==> src/rtl/pcileech_tx_arbiter.sv <==
// pcileech_tx_arbiter: round-robin scheduler sharing the FT601 TX FIFO write
// port between four packet sources. Each packet goes out as a header word
// (source ID + length) followed by its data words. A source that stalls for
// too long has the rest of its packet padded and flagged.
module pcileech_tx_arbiter #(
    parameter int          TIMEOUT_CYC = 1024,
    parameter logic [31:0] PAD_WORD    = 32'hFFFFFFFF
) (
    input  logic         clk,
    input  logic         rst,
    input  logic [3:0]   src_req,
    input  logic [63:0]  src_len,
    input  logic [127:0] src_data,
    input  logic [3:0]   src_valid,
    output logic [3:0]   src_ready,
    output logic [3:0]   src_grant,
    output logic [31:0]  fifo_tx_data,
    output logic         fifo_tx_wr,
    input  logic         fifo_tx_full,
    output logic         stat_timeout,
    output logic [1:0]   stat_timeout_src
);

    localparam int TW = $clog2(TIMEOUT_CYC + 1);

    typedef enum logic [2:0] {
        S_IDLE,
        S_HDR,
        S_DATA,
        S_PAD,
        S_DONE
    } state_t;

    state_t         state_reg, state_next;
    logic [1:0]     ptr_reg;
    logic [1:0]     gsrc_reg;
    logic [15:0]    wcnt_reg;
    logic [TW-1:0]  tcnt_reg;

    logic           req_any;
    logic [1:0]     req_sel;
    logic [15:0]    sel_len;
    logic [31:0]    gnt_data;
    logic           gnt_valid;
    logic           do_hdr, do_data, do_pad, do_timeout;

    // Pick the first requester at or after the pointer (mod 4); the
    // descending scan lets the smallest offset win.
    always_comb begin
        req_any = 1'b0;
        req_sel = ptr_reg;
        for (int k = 3; k >= 0; k--) begin
            if (src_req[ptr_reg + 2'(k)]) begin
                req_any = 1'b1;
                req_sel = ptr_reg + 2'(k);
            end
        end
    end

    assign sel_len   = src_len[{req_sel, 4'd0} +: 16];
    assign gnt_data  = src_data[{gsrc_reg, 5'd0} +: 32];
    assign gnt_valid = src_valid[gsrc_reg];

    // Next-state and per-cycle write decisions; src_ready is only ever
    // raised for the granted source while in DATA.
    always_comb begin
        state_next = state_reg;
        src_ready  = 4'b0000;
        do_hdr     = 1'b0;
        do_data    = 1'b0;
        do_pad     = 1'b0;
        do_timeout = 1'b0;
        case (state_reg)
            S_IDLE: begin
                if (req_any) state_next = S_HDR;
            end
            S_HDR: begin
                if (!fifo_tx_full) begin
                    do_hdr     = 1'b1;
                    state_next = (wcnt_reg == 16'd0) ? S_DONE : S_DATA;
                end
            end
            S_DATA: begin
                src_ready[gsrc_reg] = !fifo_tx_full;
                if (gnt_valid && !fifo_tx_full) begin
                    do_data = 1'b1;
                    if (wcnt_reg <= 16'd1) state_next = S_DONE;
                end else if (tcnt_reg == TW'(TIMEOUT_CYC - 1)) begin
                    // This idle cycle is the TIMEOUT_CYC-th in a row.
                    do_timeout = 1'b1;
                    state_next = S_PAD;
                end
            end
            S_PAD: begin
                if (wcnt_reg == 16'd0) begin
                    state_next = S_DONE;
                end else if (!fifo_tx_full) begin
                    do_pad = 1'b1;
                    if (wcnt_reg == 16'd1) state_next = S_DONE;
                end
            end
            S_DONE: begin
                state_next = S_IDLE;
            end
            default: begin
                state_next = S_IDLE;
            end
        endcase
    end

    // State register.
    always_ff @(posedge clk or posedge rst) begin
        if (rst) state_reg <= S_IDLE;
        else     state_reg <= state_next;
    end

    // Grant bookkeeping, counters, FIFO write port and timeout status.
    always_ff @(posedge clk or posedge rst) begin
        if (rst) begin
            ptr_reg          <= 2'd0;
            gsrc_reg         <= 2'd0;
            wcnt_reg         <= 16'd0;
            tcnt_reg         <= '0;
            src_grant        <= 4'b0000;
            fifo_tx_data     <= 32'd0;
            fifo_tx_wr       <= 1'b0;
            stat_timeout     <= 1'b0;
            stat_timeout_src <= 2'd0;
        end else begin
            fifo_tx_wr   <= do_hdr | do_data | do_pad;
            stat_timeout <= do_timeout;

            if (state_reg == S_IDLE && req_any) begin
                gsrc_reg  <= req_sel;
                wcnt_reg  <= sel_len;
                src_grant <= 4'b0001 << req_sel;
            end

            // Grant covers HDR through the final DATA/PAD word only.
            if (state_reg != S_DONE && state_next == S_DONE) src_grant <= 4'b0000;

            if (state_reg == S_DONE) ptr_reg <= gsrc_reg + 2'd1;

            if (do_hdr) fifo_tx_data <= {4'hE, gsrc_reg, 10'd0, wcnt_reg};
            else if (do_data) fifo_tx_data <= gnt_data;
            else if (do_pad) fifo_tx_data <= PAD_WORD;

            if ((do_data || do_pad) && wcnt_reg != 16'd0) wcnt_reg <= wcnt_reg - 16'd1;

            // Any non-accepting DATA cycle counts, FIFO-full stalls included.
            if (do_hdr || do_data) tcnt_reg <= '0;
            else if (state_reg == S_DATA && tcnt_reg != TW'(TIMEOUT_CYC)) tcnt_reg <= tcnt_reg + 1'b1;

            if (do_timeout) stat_timeout_src <= gsrc_reg;
        end
    end

endmodule

==> config.mk <==
export PLATFORM = sky130hd
export DESIGN_NAME = pcileech_tx_arbiter
export DESIGN_NICKNAME = d
export VERILOG_FILES = /design/src/rtl/pcileech_tx_arbiter.sv
export SDC_FILE = /design/constraint.sdc
export NUM_CORES = 1
export LEC_CHECK = 0
export CORE_MARGIN = 2
export CORE_UTILIZATION = 37
export DETAILED_ROUTE_END_ITERATION = 12
export GPL_TIMING_DRIVEN = 0
export HOLD_SLACK_MARGIN = 0.03
export PLACE_DENSITY = 0.87
export SLEW_MARGIN = 20
export SYNTH_ARGS = -nofsm -noshare
export SYNTH_HDL_FRONTEND = slang
export SYNTH_SLANG_ARGS = --single-unit
==> constraint.sdc <==
create_clock -name clk -period 4.8 [get_ports clk]
set_input_delay 1.44 -clock clk [delete_from_list [all_inputs] [get_ports clk]]
set_output_delay 1.44 -clock clk [all_outputs]
set_load 0.01 [all_outputs]
==> flow_metrics.env, run 1 <==
export IMPL_ys_types=64
export IMPL_cts_tree="built"
export IMPL_leakage_nw=3.06
export IMPL_p_total_mw=3.64
export IMPL_routed_via_density=5.42
export IMPL_crit_required_ps=3360
export IMPL_die_w_um=120
export IMPL_grt_max_degree=42
export IMPL_ant_nets=0
export IMPL_synth_edf_count=0
export IMPL_first_global_vias=5249
export IMPL_gp_routability_congestion=0.859
export IMPL_rsz0062_at_grt="no"
export IMPL_antenna_cells=0
export IMPL_drc_errors=0
export IMPL_grt_overflow_total=0
export IMPL_yosysTopAreaCell="dfrtp_1"
export IMPL_seq_area_frac_synth=0.374
export IMPL_power_density_mw_per_mm2=457
export IMPL_min_period_ps=4390
export IMPL_setup_tns_final_ps=0
export IMPL_drive_gt1_frac=0.122
export IMPL_groute_usage_overall=0.237
export IMPL_area_growth_pct=61.0
export IMPL_crit_path_max_fanout=6
export IMPL_final_cell_mix="clkdlybuf4s50_1 (246), dfrtp_1 (74), nor2_1 (66), mux4_2 (31), mux2i_1 (26)"
export IMPL_crit_arrival_ps=2950
export IMPL_finClkSkew_ps=6.02
export IMPL_finalHoldViolCount=0
export IMPL_ir_worst_vdd_v=0.000203
export IMPL_routed_wirelength_mm=16.9
export IMPL_multi_input_area_mm2=0.00291
export IMPL_core_area_mm2=0.0131
export IMPL_synth_top_cell_area_share=0.374
export IMPL_drtPass1Iterations=6
export IMPL_io_buffers=246
export IMPL_die_area_mm2=0.0143
export IMPL_status="finished, final reports clean"
export IMPL_antenna_found_initial=0
export IMPL_largest_reg_flops=32
export IMPL_vias=4982
export IMPL_cts_resized=0
export IMPL_cts_hold_buf=0
export IMPL_syn_area_per_cell_um2=10.3
export IMPL_synth_area_leaders="dfrtp_1 (37%), mux4_2 (14%), mux2i_1 (5.3%)"
export IMPL_netlist_area_mm2=0.00495
export IMPL_synthArstFlopShare=1.00
export IMPL_yosys_warnings=0
export IMPL_slew_violations=0
export IMPL_die_h_um=120
export IMPL_worstSkewPairLatency_ps=340
export IMPL_fill_cells=1105
export IMPL_worst_pin_slew_ps=920
export IMPL_clockBufferDepth=2
export IMPL_grt_pass1_wl_mm=26.8
export IMPL_ys_ff_latch=74
export IMPL_synth_net_count=694
export IMPL_clock_fmax_mhz=228
export IMPL_cts_root_buf="clkbuf_16"
export IMPL_initial_utilization=0.377
export IMPL_clk_pin_slew_ps=60
export IMPL_nets=952
export IMPL_worstSetupPathType="in -> out"
export IMPL_worstSetupEndpointType="primary output"
export IMPL_netlist_instances=482
export IMPL_max_slew_margin=0.382
export IMPL_maxCapViolCount=0
export IMPL_rows=42
export IMPL_htree_num_levels=3
export IMPL_fin_crit_sh=0.916
export IMPL_setup_viol=0
export IMPL_register_area_mm2=0.00185
export IMPL_wl_per_cell_um=18.3
export IMPL_cts_buffers=9
export IMPL_drt_iter0_markers=283
export IMPL_clock_sinks=74
export IMPL_io_pins=247
export IMPL_start_kind="input port"
export IMPL_final_common_cell="clkdlybuf4s50_1"
export IMPL_yosys_most_used_dff="dfrtp_1"
export IMPL_dp_hpwl_mm=13.5
export IMPL_cts_setup_buffers=0
export IMPL_hold_path_class="reg -> reg"
[power breakdown]
group | leakage, nW | switching (mW) | total, mW | internal [mW]
clock | 0.145 | 0.268 | 0.719 | 0.451
combinational | 2.05 | 0.882 | 1.87 | 0.987
sequential | 0.866 | 0.200 | 1.05 | 0.853
total | 3.06 | 1.35 | 3.64 | 2.29
[per-stage QoR]
stage / hold WS (ps) / instance area (um^2) / utilization / instances / setup WS [ps]
CTS: 494 / 7970 / 0.607 / 920 / 400
finish: 483 / 7970 / 0.607 / 920 / 405
global placement: 465 / 7630 / 0.581 / 904 / 176
detailed placement: 478 / 7660 / 0.583 / 905 / 408
global route: 527 / 7970 / 0.607 / 920 / 340
floorplan: 479 / 4950 / - / 482 / 1480
[final timing paths]
kind | startpoint | slack (ps) | cells past startpoint | to
max | fifo_tx_full | 410 | 4 | src_ready[3]
min reg2reg | stat_timeout_src[0] | 480 | 2 | stat_timeout_src[0]
max in group asynchronous | rst | 2740 | 3 | fifo_tx_data[12]
min in group asynchronous | rst | 1490 | 2 | tcnt_reg[9]
max reg2reg | wcnt_reg[3] | 2410 | 8 | fifo_tx_data[31]
min | stat_timeout_src[0] | 480 | 2 | stat_timeout_src[0]
[logic make-up after synthesis]
family	share of synthesized area
xor gates and xnor gates	0.0177
and+or+nand+nor	0.167
DFF	0.374
AOI/OAI and AO/OA	0.177
muxes	0.203
adders and majority gates	0.0227
buffers and inverters	0.0389
[area by class of cell]
class / count / area share
multi-input cells: 363 / 0.365
repair buffers: 247 / 0.311
flip-flops and latches: 74 / 0.232
clock buffers: 10 / 0.0287
well taps: 176 / 0.0276
plain buffers: 32 / 0.0181
clock inverters: 5 / 0.0100
inverters: 13 / 0.00644
[per-layer routing]
layer / part of all wire / track usage / vias up
li1: - / - / 2363
met3: 0.061 / 0.0456 / 21
met2: 0.52 / 0.433 / 185
met5: 0 / 0 / -
met1: 0.41 / 0.284 / 2413
met4: 0.015 / 0.0662 / 0
[cells in the mapped netlist, types with 8 or more instances]
cell and count:
clkbuf_1 14, nor3_1 11, mux2i_1 26, dfrtp_1 74, mux4_2 31, buf_2 13
nor2_1 66, nand2_1 25, o221a_2 11, o22ai_1 16, nand3_1 8, ha_1 9
a21oi_1 25, o21ai_0 14, inv_1 13
[critical path, cell delays in order]
cell and delay [ps]:
clkdlybuf4s50_1 500, nor2_1 280, and2_1 190, clkdlybuf4s50_1 540
Power figures use the tool's default switching activity.
==> run 2, diff against run 1 <==
Settings changed: GPL_TIMING_DRIVEN 0 to not set.
==> run 2 against run 1 <==
Effect of this change: largest cell class unchanged; sequential power grew 5%; hold slack gained 8.1 ps; global-route usage shrank 0.22 points; final area shrank 1.3%; total power shrank 3.3%; via count shrank 0.44%.
==> flow_metrics.env, run 2 (synthesis gave the netlist of run 1 again) <==
export IMPL_cts_setup_buffers=0
export IMPL_antenna_cells=0
export IMPL_worstSetupPathType="in -> out"
export IMPL_final_cells=898
export IMPL_p_total_mw=3.52
export IMPL_drtPass1Iterations=7
export IMPL_core_area_mm2=0.0131
export IMPL_crit_slowest_cell="clkdlybuf4s50_1"
export IMPL_dpl_instance_area_mm2=0.00758
export IMPL_ir_worst_vdd_v=0.000219
export IMPL_grt_max_degree=37
export IMPL_r2r_start="gsrc_reg[0]"
export IMPL_dp_hpwl_mm=13.1
export IMPL_crit_chain="clkdlybuf4s50_1 > nor2_1 > and2_1 > clkdlybuf4s50_1"
export IMPL_start_kind="input port"
export IMPL_finClkSkew_ps=10.6
export IMPL_wl_per_cell_um=18.6
export IMPL_post_place_ws_ps=422
export IMPL_hold_slack_ps=491
export IMPL_setup_viol=0
export IMPL_gp_routability_congestion=0.845
export IMPL_cts_root_buf="clkbuf_16"
export IMPL_rr_worst_depth=7
export IMPL_htree_num_levels=3
export IMPL_fin_area_mm2=0.00787
export IMPL_vias=4960
export IMPL_fill_cells=1099
export IMPL_die_w_um=120
export IMPL_crit_arrival_ps=2920
export IMPL_rows=42
export IMPL_finalHoldViolCount=0
export IMPL_fin_util=0.599
export IMPL_die_area_mm2=0.0143
export IMPL_status="finished, final reports clean"
export IMPL_crit_start="fifo_tx_full"
export IMPL_cts_hold_buf=0
export IMPL_final_common_cell="clkdlybuf4s50_1"
export IMPL_grt_pass1_wl_mm=26.4
export IMPL_drive_gt1_frac=0.120
export IMPL_setup_tns_final_ps=0
export IMPL_crit_path_max_fanout=6
export IMPL_min_period_ps=4360
export IMPL_first_global_vias=5307
export IMPL_grt_overflow_total=0
export IMPL_routed_via_density=5.52
export IMPL_initial_utilization=0.377
export IMPL_groute_usage_overall=0.235
export IMPL_cts_tree="built"
export IMPL_max_slew_margin=0.361
export IMPL_largest_reg_flops=32
export IMPL_antenna_found_initial=0
export IMPL_hold_path_class="reg -> reg"
export IMPL_ant_nets=0
export IMPL_die_h_um=120
export IMPL_hold_depth=2
export IMPL_worst_pin_slew_ps=949
export IMPL_cpPeakStageDelay_ps=530
export IMPL_nets=929
export IMPL_critPathBufInv=2
export IMPL_dp_cells=882
export IMPL_worstSkewPairLatency_ps=340
export IMPL_drt_iter0_markers=306
export IMPL_routed_wirelength_mm=16.7
export IMPL_slew_violations=0
export IMPL_cpMostUsedCell="clkdlybuf4s50_1"
export IMPL_maxCapViolCount=0
export IMPL_area_growth_pct=58.9
export IMPL_rsz0062_at_grt="no"
export IMPL_cts_resized=0
export IMPL_clock_fmax_mhz=229
export IMPL_min_delay_start="stat_timeout_src[1]"
export IMPL_drc_errors=0
export IMPL_clock_sinks=74
export IMPL_io_buffers=246
export IMPL_r2r_slack_ps=1810
export IMPL_cp_depth=4
export IMPL_fin_crit_sh=0.909
export IMPL_crit_required_ps=3360
export IMPL_clockBufferDepth=2
export IMPL_final_cell_mix="clkdlybuf4s50_1 (246), dfrtp_1 (72), nor2_1 (66), mux4_2 (31), mux2i_1 (26)"
export IMPL_worstSetupEndpointType="primary output"
export IMPL_fin_ws_ps=435
export IMPL_path_delay_family="buffers and inverters"
export IMPL_power_density_mw_per_mm2=448
export IMPL_io_pins=247
export IMPL_clk_pin_slew_ps=50
export IMPL_cts_buffers=9
export IMPL_leakage_nw=3.01
[run 2: worst paths after layout]
check,to
min,stat_timeout_src[1]
max,src_ready[2]
max reg2reg,wcnt_reg[5]
min in group asynchronous,fifo_tx_data[26]
max in group asynchronous,fifo_tx_data[22]
min reg2reg,stat_timeout_src[1]
[run 2: final cells by class]
cell class,instances,area [um^2],share of cell area
Clock inverter,3,40.0,0.00509
Sequential cell,74,1850,0.236
Inverter,13,50.0,0.00636
Multi-Input combinational cell,363,2920,0.372
Timing Repair Buffer,256,2540,0.323
Tap cell,176,220,0.0280
Clock buffer,13,240,0.0305
[run 2: routing by layer]
layer / vias to the layer above / global-route usage / share of wire
met5: - / 0 / 0
met4: 0 / 0.0838 / 0.016
met3: 22 / 0.0513 / 0.066
met2: 230 / 0.435 / 0.54
met1: 2391 / 0.265 / 0.38
li1: 2317 / - / -
[run 2: where the power goes]
| part | internal [mW] | total [mW] | switching, mW | leakage [nW] |
|---|---|---|---|---|
| logic | 0.963 | 1.77 | 0.807 | 2.01 |
| clock network | 0.401 | 0.649 | 0.248 | 0.138 |
| registers | 0.854 | 1.10 | 0.248 | 0.863 |
[run 2: worst register-to-register path: stages (launching register included)]
cell,delay (ps)
dfrtp_2,390
buf_4,540
mux4_2,460
o211ai_2,130
a21oi_2,620
nand2_2,150
o311a_1,330
a211o_1,260
==> run 3, diff against run 2 <==
Settings changed: CORE_UTILIZATION 37 to 44, PLACE_DENSITY 0.87 to 0.95.
==> run 3 against run 2 <==
Effect of this change: utilization rose by 11 points; critical path type unchanged; final cell count shrank 4.1%; clock skew up 2.4 ps; combinational power about the same; first-iteration DRC count down 21%; total power decreased by 3.7%; global-route usage grew 2.5 points; sequential share of layout area grew 0.37 points; register-to-register slack is essentially flat.
==> flow_metrics.env, run 3 (synthesis gave the netlist of run 1 again) <==
export IMPL_final_common_cell="clkdlybuf4s50_1"
export IMPL_wl_met2_mm=8.53
export IMPL_largest_reg_flops=32
export IMPL_rows=38
export IMPL_gp_routability_congestion=0.869
export IMPL_initial_utilization=0.455
export IMPL_cts_hold_buf=0
export IMPL_cts_buffers=9
export IMPL_maxCapViolCount=0
export IMPL_clockBufferDepth=2
export IMPL_p_sw_frac=0.379
export IMPL_clkPwrFrac=0.155
export IMPL_setup_tns_final_ps=0
export IMPL_slew_violations=0
export IMPL_crit_arrival_ps=2980
export IMPL_crit_start="fifo_tx_full"
export IMPL_antenna_found_initial=0
export IMPL_fin_crit_sh=0.920
export IMPL_drtPass1Iterations=4
export IMPL_routed_via_density=5.78
export IMPL_start_kind="input port"
export IMPL_fin_area_mm2=0.00774
export IMPL_clock_sinks=74
export IMPL_first_global_vias=5042
export IMPL_hold_path_class="reg -> reg"
export IMPL_die_w_um=110
export IMPL_final_cell_mix="clkdlybuf4s50_1 (246), dfrtp_1 (72), nor2_1 (66), mux4_2 (31), mux2i_1 (26)"
export IMPL_leakage_nw=2.97
export IMPL_register_area_mm2=0.00185
export IMPL_status="finished, final reports clean"
export IMPL_multi_input_area_mm2=0.00292
export IMPL_grt_overflow_total=0
export IMPL_wl_met1_mm=5.92
export IMPL_clock_fmax_mhz=226
export IMPL_fin_util=0.711
export IMPL_met3WireLength_mm=1.30
export IMPL_seqPwrFrac=0.324
export IMPL_antenna_cells=0
export IMPL_drt_iter0_markers=242
export IMPL_hold_slack_ps=495
export IMPL_routed_top_layer="met4"
export IMPL_finClkSkew_ps=13.0
export IMPL_worstSetupPathType="in -> out"
export IMPL_crit_path_max_fanout=6
export IMPL_worstSkewPairLatency_ps=350
export IMPL_area_growth_pct=56.4
export IMPL_p_total_mw=3.39
export IMPL_finalHoldViolCount=0
export IMPL_die_area_mm2=0.0121
export IMPL_vias=4978
export IMPL_fill_cells=801
export IMPL_cts_resized=0
export IMPL_drive_gt1_frac=0.123
export IMPL_p_switching_mw=1.29
export IMPL_cts_tree="built"
export IMPL_hold_depth=2
export IMPL_core_area_mm2=0.0109
export IMPL_crit_required_ps=3360
export IMPL_rsz0062_at_grt="no"
export IMPL_dp_hpwl_mm=12.8
export IMPL_routed_wirelength_mm=16.3
export IMPL_grt_max_degree=61
export IMPL_ir_worst_vdd_v=0.000294
export IMPL_io_buffers=246
export IMPL_min_period_ps=4420
export IMPL_die_h_um=110
export IMPL_setup_viol=0
export IMPL_grt_pass1_wl_mm=24.1
export IMPL_drc_errors=0
export IMPL_io_pins=247
export IMPL_r2r_start="gsrc_reg[0]"
export IMPL_cts_root_buf="clkbuf_8"
export IMPL_groute_usage_overall=0.260
export IMPL_internal_power_mw=2.11
export IMPL_cts_setup_buffers=0
export IMPL_worstSetupEndpointType="primary output"
export IMPL_rr_worst_depth=7
export IMPL_wl_per_cell_um=18.9
export IMPL_pwr_share_comb=0.521
export IMPL_min_delay_start="stat_timeout_src[1]"
export IMPL_dpl_instance_area_mm2=0.00753
export IMPL_power_density_mw_per_mm2=438
export IMPL_worst_pin_slew_ps=931
export IMPL_clk_pin_slew_ps=80
export IMPL_nets=928
export IMPL_max_slew_margin=0.376
export IMPL_ant_nets=0
export IMPL_htree_num_levels=3
run 3: area by class of cell:
class / instances / share of cell area
Timing Repair Buffer: 255 / 0.327
Inverter: 13 / 0.00662
Tap cell: 140 / 0.0226
Clock buffer: 10 / 0.0165
Clock inverter: 6 / 0.0107
Sequential cell: 74 / 0.239
Multi-Input combinational cell: 363 / 0.377
run 3: critical path, stage by stage:
cell and delay (ps):
clkdlybuf4s50_1 510, nor2_1 310, and2_1 180, clkdlybuf4s50_1 530
run 3: through the flow:
stage,worst slack (ps),cells
2_1_floorplan,1480,482
3_3_place_gp,468,845
3_5_place_dp,419,845
4_1_cts,407,861
5_1_grt,312,861
6_report,382,861
run 3: routing by layer:
layer	vias up	track usage
li1	2310	-
met1	2377	0.288
met2	250	0.479
met3	41	0.0535
met4	0	0.113
met5	-	0
run 3: power groups by stage:
stage                     logic, mW  registers, mW  clock network, mW
final                          1.77           1.10              0.525
after global routing           1.92           1.13              0.560
after CTS                      1.78           1.10              0.529
after detailed placement       1.77           1.11                  0
after global placement         1.71           1.09                  0
after floorplan                1.07           1.07                  0
run 3: final timing paths:
kind	slack [ps]	endpoint
worst min register to register	490	stat_timeout_src[1]
worst max-delay path	380	src_ready[3]
worst max register to register	1810	wcnt_reg[5]
min in group asynchronous	1580	tcnt_reg[6]
max in group asynchronous	2500	fifo_tx_data[8]
worst min-delay path	490	stat_timeout_src[1]
